**src/rtl/booth_mult_seq.sv**
```systemverilog
// ---------------------------------------------------------------------------
// booth_mult_seq
//   Sequential signed WIDTH x WIDTH radix-2 Booth multiplier controller.
//   It does no addition itself. Each RUN cycle it drives an external
//   carry-lookahead adder. It then folds that adder's sum and carry-out back
//   into a 2*WIDTH-bit accumulator {hi,lo} with an arithmetic right shift.
//   The low word and a signed-overflow flag are returned together with a
//   one-cycle ready pulse.
//
// Ports
//   clock, resetn                   rising-edge clock, async active-low reset
//   ctrl_MULT                       start pulse; samples both operands
//   data_operandA / data_operandB   multiplicand M / multiplier Q (signed)
//   adder_a/b/g/p/c0                operands, generate, propagate, carry-in to adder
//   adder_sum / adder_cout          adder result and carry out of the MSB
//   data_result                     low WIDTH bits of the product
//   data_exception                  product does not fit in signed WIDTH bits
//   data_resultRDY                  one-cycle pulse, result/exception valid
// ---------------------------------------------------------------------------
module booth_mult_seq #(
  parameter int WIDTH = 32,
  parameter int CNT_W = 6
) (
  input  logic             clock,
  input  logic             resetn,
  input  logic             ctrl_MULT,
  input  logic [WIDTH-1:0] data_operandA,
  input  logic [WIDTH-1:0] data_operandB,
  output logic [WIDTH-1:0] adder_a,
  output logic [WIDTH-1:0] adder_b,
  output logic [WIDTH-1:0] adder_g,
  output logic [WIDTH-1:0] adder_p,
  output logic             adder_c0,
  input  logic [WIDTH-1:0] adder_sum,
  input  logic             adder_cout,
  output logic [WIDTH-1:0] data_result,
  output logic             data_exception,
  output logic             data_resultRDY
);

  typedef enum logic [1:0] {IDLE, RUN, DONE} state_t;

  state_t           state_q, state_d;
  logic [WIDTH-1:0] hi_q, hi_d;
  logic [WIDTH-1:0] lo_q, lo_d;
  logic [WIDTH-1:0] m_q, m_d;
  logic             q1_q, q1_d;
  logic [CNT_W-1:0] cnt_q, cnt_d;
  logic [WIDTH-1:0] res_q, res_d;
  logic             exc_q, exc_d;

  logic             sign_ext;
  logic [WIDTH-1:0] hi_shift;
  logic [WIDTH-1:0] lo_shift;

  // Adder operand selection from the Booth pair {lo[0], q_1}.
  always_comb begin
    adder_a  = '0;
    adder_b  = '0;
    adder_c0 = 1'b0;
    if (state_q == RUN) begin
      adder_a = hi_q;
      unique case ({lo_q[0], q1_q})
        2'b01:   adder_b = m_q;
        2'b10:   begin adder_b = ~m_q; adder_c0 = 1'b1; end
        default: adder_b = '0;
      endcase
    end
  end

  assign adder_g = adder_a & adder_b;
  assign adder_p = adder_a | adder_b;

  // The 33rd sum bit is recovered from the operand MSBs and the carry-out.
  // Without it, hi would overflow on 0x80000000 operands.
  assign sign_ext = adder_a[WIDTH-1] ^ adder_b[WIDTH-1] ^ adder_cout;
  assign hi_shift = {sign_ext, adder_sum[WIDTH-1:1]};
  assign lo_shift = {adder_sum[0], lo_q[WIDTH-1:1]};

  always_comb begin
    state_d        = state_q;
    hi_d           = hi_q;
    lo_d           = lo_q;
    m_d            = m_q;
    q1_d           = q1_q;
    cnt_d          = cnt_q;
    res_d          = res_q;
    exc_d          = exc_q;
    data_resultRDY = (state_q == DONE);

    unique case (state_q)
      IDLE: ;
      RUN: begin
        hi_d  = hi_shift;
        lo_d  = lo_shift;
        q1_d  = lo_q[0];
        cnt_d = cnt_q + 1'b1;
        if (cnt_q == CNT_W'(WIDTH - 1)) begin
          state_d = DONE;
          // The result is captured from the final shifted values on the same
          // edge that enters DONE.
          res_d   = lo_shift;
          exc_d   = (hi_shift != {WIDTH{lo_shift[WIDTH-1]}});
        end
      end
      DONE:    state_d = IDLE;
      default: state_d = IDLE;
    endcase

    // A start in any state reloads the operands. In RUN it aborts the current op.
    if (ctrl_MULT) begin
      state_d = RUN;
      m_d     = data_operandA;
      lo_d    = data_operandB;
      hi_d    = '0;
      q1_d    = 1'b0;
      cnt_d   = '0;
    end
  end

  always_ff @(posedge clock or negedge resetn) begin
    if (!resetn) begin
      state_q <= IDLE;
      hi_q    <= '0;
      lo_q    <= '0;
      m_q     <= '0;
      q1_q    <= 1'b0;
      cnt_q   <= '0;
      res_q   <= '0;
      exc_q   <= 1'b0;
    end else begin
      state_q <= state_d;
      hi_q    <= hi_d;
      lo_q    <= lo_d;
      m_q     <= m_d;
      q1_q    <= q1_d;
      cnt_q   <= cnt_d;
      res_q   <= res_d;
      exc_q   <= exc_d;
    end
  end

  assign data_result    = res_q;
  assign data_exception = exc_q;

endmodule
```
**config.mk**
```make
export PLATFORM = sky130hd
export DESIGN_NAME = booth_mult_seq
export DESIGN_NICKNAME = d
export VERILOG_FILES = /design/src/rtl/booth_mult_seq.sv
export SDC_FILE = /design/constraint.sdc
export NUM_CORES = 1
export LEC_CHECK = 0
export ABC_AREA = 1
export BUFFER_PORTS_ARGS = -buffer_cell sky130_fd_sc_hd__buf_2
export CORE_MARGIN = 5
export CORE_UTILIZATION = 47
export CTS_BUF_LIST = sky130_fd_sc_hd__clkbuf_4
export DETAILED_ROUTE_END_ITERATION = 8
export PLACE_DENSITY = 0.91
export SLEW_MARGIN = 30
export SYNTH_ARGS = -nofsm -noshare
export SYNTH_HDL_FRONTEND = slang
export SYNTH_SLANG_ARGS = --single-unit
```
**constraint.sdc**
```tcl
create_clock -name clock -period 1.8 [get_ports clock]
set_input_delay 0.09 -clock clock [delete_from_list [all_inputs] [get_ports clock]]
set_output_delay 0.09 -clock clock [all_outputs]
set_load 0.02 [all_outputs]
```
# ---- Word-level counts from Yosys, hierarchy flattened
# Cells that the tools add are included.
dict set report totals {
  register_bits 138
  input_bits 100
  output_inout_bits 163
  elab_cells 42
}
dict set report op_classes {
  add_sub_neg 1
  n_eq_ne 8
  muxes 16
  bitwise_logic 5
  reduce_logical 4
}
# cell n
set op_table {}
lappend op_table {{32-bit 2-to-1 mux} 6}
lappend op_table {{32-bit one-hot mux with 2 select lines} 1}
lappend op_table {{32-bit AND} 1}
lappend op_table {{32-bit inequality test} 1}
lappend op_table {{32-bit NOT} 1}
lappend op_table {{32-bit bitwise OR} 1}
lappend op_table {{6-bit 2-to-1 mux} 2}
lappend op_table {{6-bit by 1-bit adder with 6-bit output, second input constant} 1}
lappend op_table {{6-bit by 5-bit equality test with 1-bit output, second input constant} 1}
lappend op_table {{2-bit by 1-bit equality test with 1-bit output, second input constant} 2}
lappend op_table {{2-bit equality test, second input constant} 2}
lappend op_table {{1-bit 2-to-1 mux} 4}
lappend op_table {{2-bit 2-to-1 mux} 2}
lappend op_table {{2-bit one-hot mux with 2 select lines} 1}
lappend op_table {{2-bit AND reduction} 2}
lappend op_table {{3-bit by 2-bit inequality test with 1-bit output, second input constant} 1}
lappend op_table {{2-bit logical NOT} 1}
lappend op_table {{2-bit inequality test, second input constant} 1}
lappend op_table {{2-bit nonzero test} 1}
lappend op_table {{1-bit bitwise XOR} 2}

# ---- Longest topological paths before layout
# Gate-level depths: netlist of run 1.
dict set report depth {
  depth_word 7
  mapped_depth 14
}

# ---- Worst setup path after synthesis of run 1
# Ideal clock, no wire load.
dict set report synth_path {
  path_type {register -> register}
  startpoint {register state_q[1]}
  endpoint {register exc_q, in the netlist data_exception}
  setup_time_ps 115
  t_arrival_ps 2274
  required_ps 1685
  setup_slack_ps -590
  stages_incl_launch_ff 15
  n_path_buf 2
  cell_sequence {dfrtp_1 -> inv_1 -> nand2_2 -> buf_6 -> buf_2 -> nor3_1 -> inv_1 -> ha_1 -> xor2_1 -> inv_1 -> nand2_1 -> nand2_1 -> nand2_1 -> nor2_1 -> nor2_1}
}
dict set report synth_between {
  elab_chain_cells 5
  elab_cells_between_ends 7
}
# item line
set synth_lines {}
lappend synth_lines {{start: declaration} 43} ;# state_t state_q, state_d;
lappend synth_lines {{start signal: assignment} 132} ;# state_q <= state_d;
lappend synth_lines {{2-bit by 1-bit equality test with 1-bit output} 61} ;# if (state_q == RUN) begin
lappend synth_lines {{32-bit 2-to-1 mux} 61}
lappend synth_lines {{named net adder_b[31]} 30} ;# output logic [WIDTH-1:0] adder_b,
lappend synth_lines {{1-bit bitwise XOR (2 in series)} 76} ;# assign sign_ext = adder_a[WIDTH-1] ^ adder_b[WIDTH-1] ^ adder_cout;
lappend synth_lines {{32-bit inequality test} 103} ;# exc_d = (hi_shift != {WIDTH{lo_shift[WIDTH-1]}});
lappend synth_lines {{end signal: assignment} 130} ;# exc_q <= 1'b0;
lappend synth_lines {{end signal: assignment} 139} ;# exc_q <= exc_d;
lappend synth_lines {{end: declaration} 50} ;# logic exc_q, exc_d;
# The timed path passes the listed nets, and every way through them passes these cells.
# A chain may end at the register's enable or synchronous reset.

# ---- Worst setup path after layout of run 1
dict set report layout_path {
  startpoint {register q1_q}
  endpoint {output adder_g[7]}
}
dict set report layout_between {
  elab_chain_cells 4
  elab_cells_between_ends 5
}
# item line
set layout_lines {}
lappend layout_lines {{start: declaration} 47} ;# logic q1_q, q1_d;
lappend layout_lines {{start signal: assignment} 136} ;# q1_q <= q1_d;
lappend layout_lines {{2-bit equality test / 2-bit by 1-bit equality test with 1-bit output (equally long branches)} 63} ;# unique case ({lo_q[0], q1_q})
lappend layout_lines {{32-bit one-hot mux with 2 select lines *} 63}
lappend layout_lines {{32-bit 2-to-1 mux *} 61}
lappend layout_lines {{32-bit AND *} 71} ;# assign adder_g = adder_a & adder_b;
lappend layout_lines {{end: declaration} 31} ;# output logic [WIDTH-1:0] adder_g,
# Every way passes the cells marked *; elsewhere a longest branch is shown, timed or not.

==> metrics.txt, run 1 <==
TritonCTS clock tree=done; Final Net Count=1387; Primary FF master, synth=dfrtp_1; share of synthesized cell area in full adder, half adder and majority cells=0.517%; transition time at the pin with the least slew margin=0.514 ns; Compound-Gate Fraction of Synth Area=15.5%; total global routing overflow=0; setup slack at placement=-0.0480 ns; number of buffers inserted during clock tree synthesis=17; cell type with the largest total area after synthesis=dfrtp_1; Layout Skew=0.0208 ns; via count=9040; CP Data Arrival Time=2.24 ns; Post-Synth Simple-Gate Area=24.4%; standby leakage power=5.85 nW; total global routing track utilization=30.1%; share of flip-flops with an asynchronous set or reset=100%; Die Y=134 um; Final Max Slew Viols=0; hold path endpoint=data_result[31]; Pwr per Cell Area=693 nW/um^2; #FFs+latches synth=138; overall power of the completed layout=8.29 mW; area of the multi-input gates=3460 sq um; data required time at the worst endpoint=1.71 ns; Reg2Reg Depth=14; fin crit share=129%; FF-to-FF Start=q1_q; Die ar.=18000 sq um; number of DRC markers in iteration 0=1046; clock transition at the registers of the reported paths=0.13 ns; IO Pins=263; Bufs and invs on worst path=5; number of global-route vias before repair=8095; routed wire length=35400 um; chip width=134 um; post-synthesis net count=975; Worst Slack Setup Final=-0.526 ns; number of failing hold endpoints at the final stage=0; critical path startpoint category=register; H-Tree Depth=4; via density per instance=6.08; number of stages on the worst hold path=3; failing checks=negative setup slack; remaining max-slew budget at the tightest pin=65.7%; register area=3450 sq um; estimated wirelength of the detail-placed design=15600 um; run status=complete, but fails checks; area fraction of the dominant cell type after synthesis=47.5%; Area Growth Syn to Fin=64.7%; largest net degree at the start of global routing=65; main combinational cell family by area after synthesis=simple AND/OR/NAND/NOR gates; effective utilization at floorplan=47.8%; mean post-synth cell area=8.33 sq um; critical path's most frequent cell=nor2_4; Post-synth EDFFs=0; number of I/O port buffers=262; worst min path class=input pin to register; first-pass GRT wire length=42700 um; number of maximum-capacitance constraint violations=0; first drt pass iteration count=6; detailed-route wire length per cell=23.8 um; worst-case vdd ir drop=556 uV; core region area=15200 sq um; crit-path leading delay family=simple AND/OR/NAND/NOR gates; fraction of final layout cells with drive strength greater than 1=45.0%; most frequent standard cell in the layout excluding fill and tap cells=nand2_1; CTS Buffer Depth=2; setup repair after global routing missed its margin=true; worst reg2reg setup slack=-0.43 ns; Crit. End Element=primary output; ordered cell list for the critical path=inv_2 > nor2_4 > buf_12 > buf_12 > nor2_4 > nor3_4 > inv_2 > nor2_4 > buf_6; RR Endpoint=data_exception; cell with the largest stage delay on the worst path=dfrtp_1; Ys Warns=0; Setup Viol. Count Final=115; worst slack on hold paths=0.103 ns; antenna-violating nets left=0; CP max stage delay=0.42 ns; # DRC=0; post-synthesis share of cell area spent on xor and xnor gates=0.121%; clock insertion delay at the later pin of the skew report=0.58 ns; number of antenna violations at the first check in global routing=2; count of fill cells added during filler insertion=757; Final Wtd Congestion=0.929; critical path class=register to primary output; sequential area share after synthesis=47.5%; largest fanout on the critical path=6; post-route minimum period=2.33 ns; commonest cells after routing, fill and taps aside=nand2_1 (152), dfrtp_1 (138), buf_2 (135); Mapped Area=7260 sq um; buffer type at the clock tree root=clkbuf_4; Distinct cells, synth=33; multiplexer area fraction after synthesis=0%; clock tree sinks=138; Max Clk Rate=430 MHz; cell types occupying the most area after synthesis=dfrtp_1 (48%), nand2_1 (7.9%), nor2_1 (6.4%); launch instance of the worst min-delay path=adder_sum[0]; FP Rows=45; post-synthesis cell count=872
[cells by family (layout without fill, tap and decap cells)]
family          Yosys count  count (layout)
compound gates          168             168
xor+xnor                  1               1
fa+ha+maj                 3               3
buf+inv                 198             623
flops                   138             138
other cells               0               3
simple gates            364             364
[worst min-delay path: stages]
cell     delay [ns]
buf_2          0.15
inv_1          0.30
o21ai_2        0.10
[stage by stage]
| step | TNS [ns] | util [%] | std cells | instance area, sq um |
|---|---|---|---|---|
| finish | -42.31 | 78.7 | 1488 | 12000 |
| global route | -51.91 | 78.7 | 1487 | 12000 |
| CTS | -34.57 | 69.7 | 1435 | 10600 |
| detailed placement | -0.408 | 57.6 | 1294 | 8750 |
| global placement | 0 | 57.6 | 1294 | 8750 |
| floorplan | -0.327 | - | 872 | 7290 |
[cells in the mapped netlist (11+ instances only)]
library cell and n:
clkbuf_1 13, dfrtp_1 138, o21ai_0 57, inv_1 118, nor2_1 124, o21ai_2 37
o21ai_1 25, o221ai_1 32, buf_2 18, nor2_2 32, nor3_4 11, buf_6 11
o22ai_1 11, nand2_1 153, nor3_2 20, inv_2 33
[repair_timing]
action,in CTS,in global routing
buffers inserted,6,39
hold buffers,100,0
setup endpoints to repair,156,178
gates resized for setup,154,231
endpoints found under the hold margin,239,0
pin swaps,24,32
gates cloned,3,13
[worst max-delay path by stage]
stage / startpoint / endpoint / slack, ns / depth (start not counted)
detailed placement: q1_q / data_exception / -0.05 / 12
finish: q1_q / adder_g[7] / -0.53 / 9
global route: q1_q / adder_g[7] / -0.60 / 9
global placement: q1_q / data_exception / 0.02 / 13
CTS: q1_q / adder_g[0] / -0.41 / 10
floorplan: q1_q / data_exception / -0.25 / 14
[flip-flops by register name, indices dropped and copies added, names as in the netlist]
signal          count
cnt_q               6
data_exception      1
data_result        32
hi_q               32
lo_q               32
m_q                32
q1_q                1
state_q             2
[final cells by class]
cell class                      instances  share of cell area [%]
Multi-Input combinational cell        536                    28.9
Clock inverter                         15                   0.952
Clock buffer                           17                    1.07
Timing Repair Buffer                  440                    33.3
Sequential cell                       138                    28.9
Inverter                              151                    4.86
Antenna cell                            3                  0.0628
Tap cell                              188                    1.97
[metal layers]
| layer | track usage [%] | part of all wire, % | up-vias |
|---|---|---|---|
| met3 | 6.90 | 11 | 335 |
| li1 | - | - | 3593 |
| met2 | 52.0 | 49 | 903 |
| met1 | 34.4 | 31 | 4209 |
| met5 | 0 | 0 | - |
| met4 | 17.4 | 9.3 | 0 |
[power breakdown]
part / internal (mW) / total (mW) / switching, mW
sequential: 3.27 / 3.37 / 0.0932
clock: 0.565 / 1.91 / 1.35
combinational: 1.28 / 3.01 / 1.74
total: 5.12 / 8.29 / 3.18
No activity file was read; power rests on OpenSTA's default activity.
==> run 2: changes to the inputs <==
CELL_PAD_IN_SITES_DETAIL_PLACEMENT = 1   (was default)
CELL_PAD_IN_SITES_GLOBAL_PLACEMENT = 2   (was default)
CORE_UTILIZATION = 26   (was 47)
PLACE_DENSITY = 0.9   (was 0.91)
==> run 2 against run 1 <==
The run still ends with negative setup slack left. Sequential cell count unchanged. Cell area up 15%. Maximum frequency up 1.9%. Register-to-register slack better by 0.13 ns. Clock power up 9%. Critical path type unchanged. Critical endpoint is now adder_g[11].
==> metrics.txt, run 2 (synthesis gave the netlist of run 1 again) <==
number of global-route vias before repair=8689; Final Wtd Congestion=0.734; fin crit share=127%; failing checks=negative setup slack; detailed-route wire length per cell=22.6 um; standby leakage power=6.33 nW; critical path startpoint category=register; area of the multi-input gates=4040 sq um; largest net degree at the start of global routing=77; register area=3450 sq um; Post-Place Cells=1488; commonest cells after routing, fill and taps aside=dfrtp_1 (137), nand2_1 (136), buf_2 (134); CTS Buffer Depth=2; Layout Skew=0.0273 ns; via count=8365; clock insertion delay at the later pin of the skew report=0.54 ns; TritonCTS clock tree=done; share of the core filled with cells in the final layout=49.5%; Setup Viol. Count Final=201; IO Pins=263; number of DRC markers in iteration 0=451; worst reg2reg setup slack=-0.30 ns; number of antenna violations at the first check in global routing=5; remaining max-slew budget at the tightest pin=62.4%; clock tree sinks=138; estimated wirelength of the detail-placed design=19000 um; run status=complete, but fails checks; setup slack at placement=-0.105 ns; routed wire length=39100 um; fraction of final layout cells with drive strength greater than 1=51.5%; worst-case vdd ir drop=307 uV; overall power of the completed layout=8.75 mW; via density per instance=4.84; cell area after placement=9080 sq um; worst slack on hold paths=0.0755 ns; Die Y=177 um; # DRC=0; core region area=27700 sq um; transition time at the pin with the least slew margin=0.563 ns; post-route cell area=13700 sq um; clock transition at the registers of the reported paths=0.15 ns; first-pass GRT wire length=48500 um; first drt pass iteration count=5; Crit. End Element=primary output; total global routing overflow=0; CP Data Arrival Time=2.19 ns; FP Rows=61; number of buffers inserted during clock tree synthesis=17; setup repair after global routing missed its margin=true; Die ar.=31400 sq um; Max Clk Rate=438 MHz; total global routing track utilization=19.7%; final standard cell count with taps included and fillers excluded=1730; Final Max Slew Viols=0; Final Net Count=1436; count of fill cells added during filler insertion=3117; Area Growth Syn to Fin=88.7%; post-route minimum period=2.28 ns; setup TNS=-46.75 ns; number of failing hold endpoints at the final stage=0; number of maximum-capacitance constraint violations=0; antenna-violating nets left=0; number of I/O port buffers=262; buffer type at the clock tree root=clkbuf_4; chip width=177 um; worst min path class=input pin to asynchronous set/reset pin; Pwr per Cell Area=638 nW/um^2; effective utilization at floorplan=26.2%; H-Tree Depth=4; critical path class=register to primary output; Worst Slack Setup Final=-0.482 ns; most frequent standard cell in the layout excluding fill and tap cells=dfrtp_1; largest fanout on the critical path=8; data required time at the worst endpoint=1.71 ns
-- run 2: cell count changes in the layout (fill, tap and decap cells not counted), moves of 19 or more --
cell,previous run,this run
buf_6,99,125
dlygate4sd3_1,100,119
o221ai_2,0,28
buf_4,78,56
o221ai_1,32,1
nor2_1,76,53
-- run 2: area by class of cell --
type / count / share of cell area [%]
antenna: 6 / 0.110
clock buffer: 17 / 0.931
clock inverter: 15 / 0.995
inverter: 151 / 4.25
multi-input combinational: 536 / 29.4
sequential: 138 / 25.2
tap: 378 / 3.45
timing repair buffer: 488 / 35.6
timing repair inverter: 1 / 0.0456
-- run 2: final timing paths --
| kind | startpoint | end | cells after the start |
|---|---|---|---|
| max | q1_q | adder_g[11] | 9 |
| min | resetn | lo_q[10] | 3 |
| max reg2reg | q1_q | data_exception | 14 |
| min reg2reg | data_result[1] | data_result[1] | 2 |
| max in group asynchronous | resetn | data_result[1] | 3 |
| min in group clock | adder_sum[0] | data_result[31] | 3 |
-- run 2: power by group --
part	leakage [nW]	total [mW]	internal, mW	switching (mW)
combinational	4.43	3.29	1.45	1.83
clock	0.143	2.09	0.708	1.38
sequential	1.76	3.37	3.27	0.0968
-- run 2: routing by layer --
metal	global-route usage (%)	up-vias	share of wire, %
met5	0	-	0
met4	7.67	0	5.5
met3	3.14	151	4.4
met2	37.0	329	54
met1	22.2	4173	36
li1	-	3712	-
-- run 2: critical path, stage by stage, from the launching register on --
cell,delay (ns)
dfrtp_2,0.44
inv_2,0.07
nor2_4,0.14
buf_8,0.15
buf_12,0.16
nor2_2,0.06
nor3_4,0.26
inv_2,0.09
nor2_2,0.15
buf_6,0.13
-- run 2: what timing repair did --
item / in CTS / in global routing
buffers inserted: 14 / 41
hold endpoints to repair: 235 / 0
gates resized for setup: 277 / 282
hold buffers: 120 / 0
endpoints found under the setup margin: 128 / 220
pin swaps: 10 / 35
cloned: 11 / 23
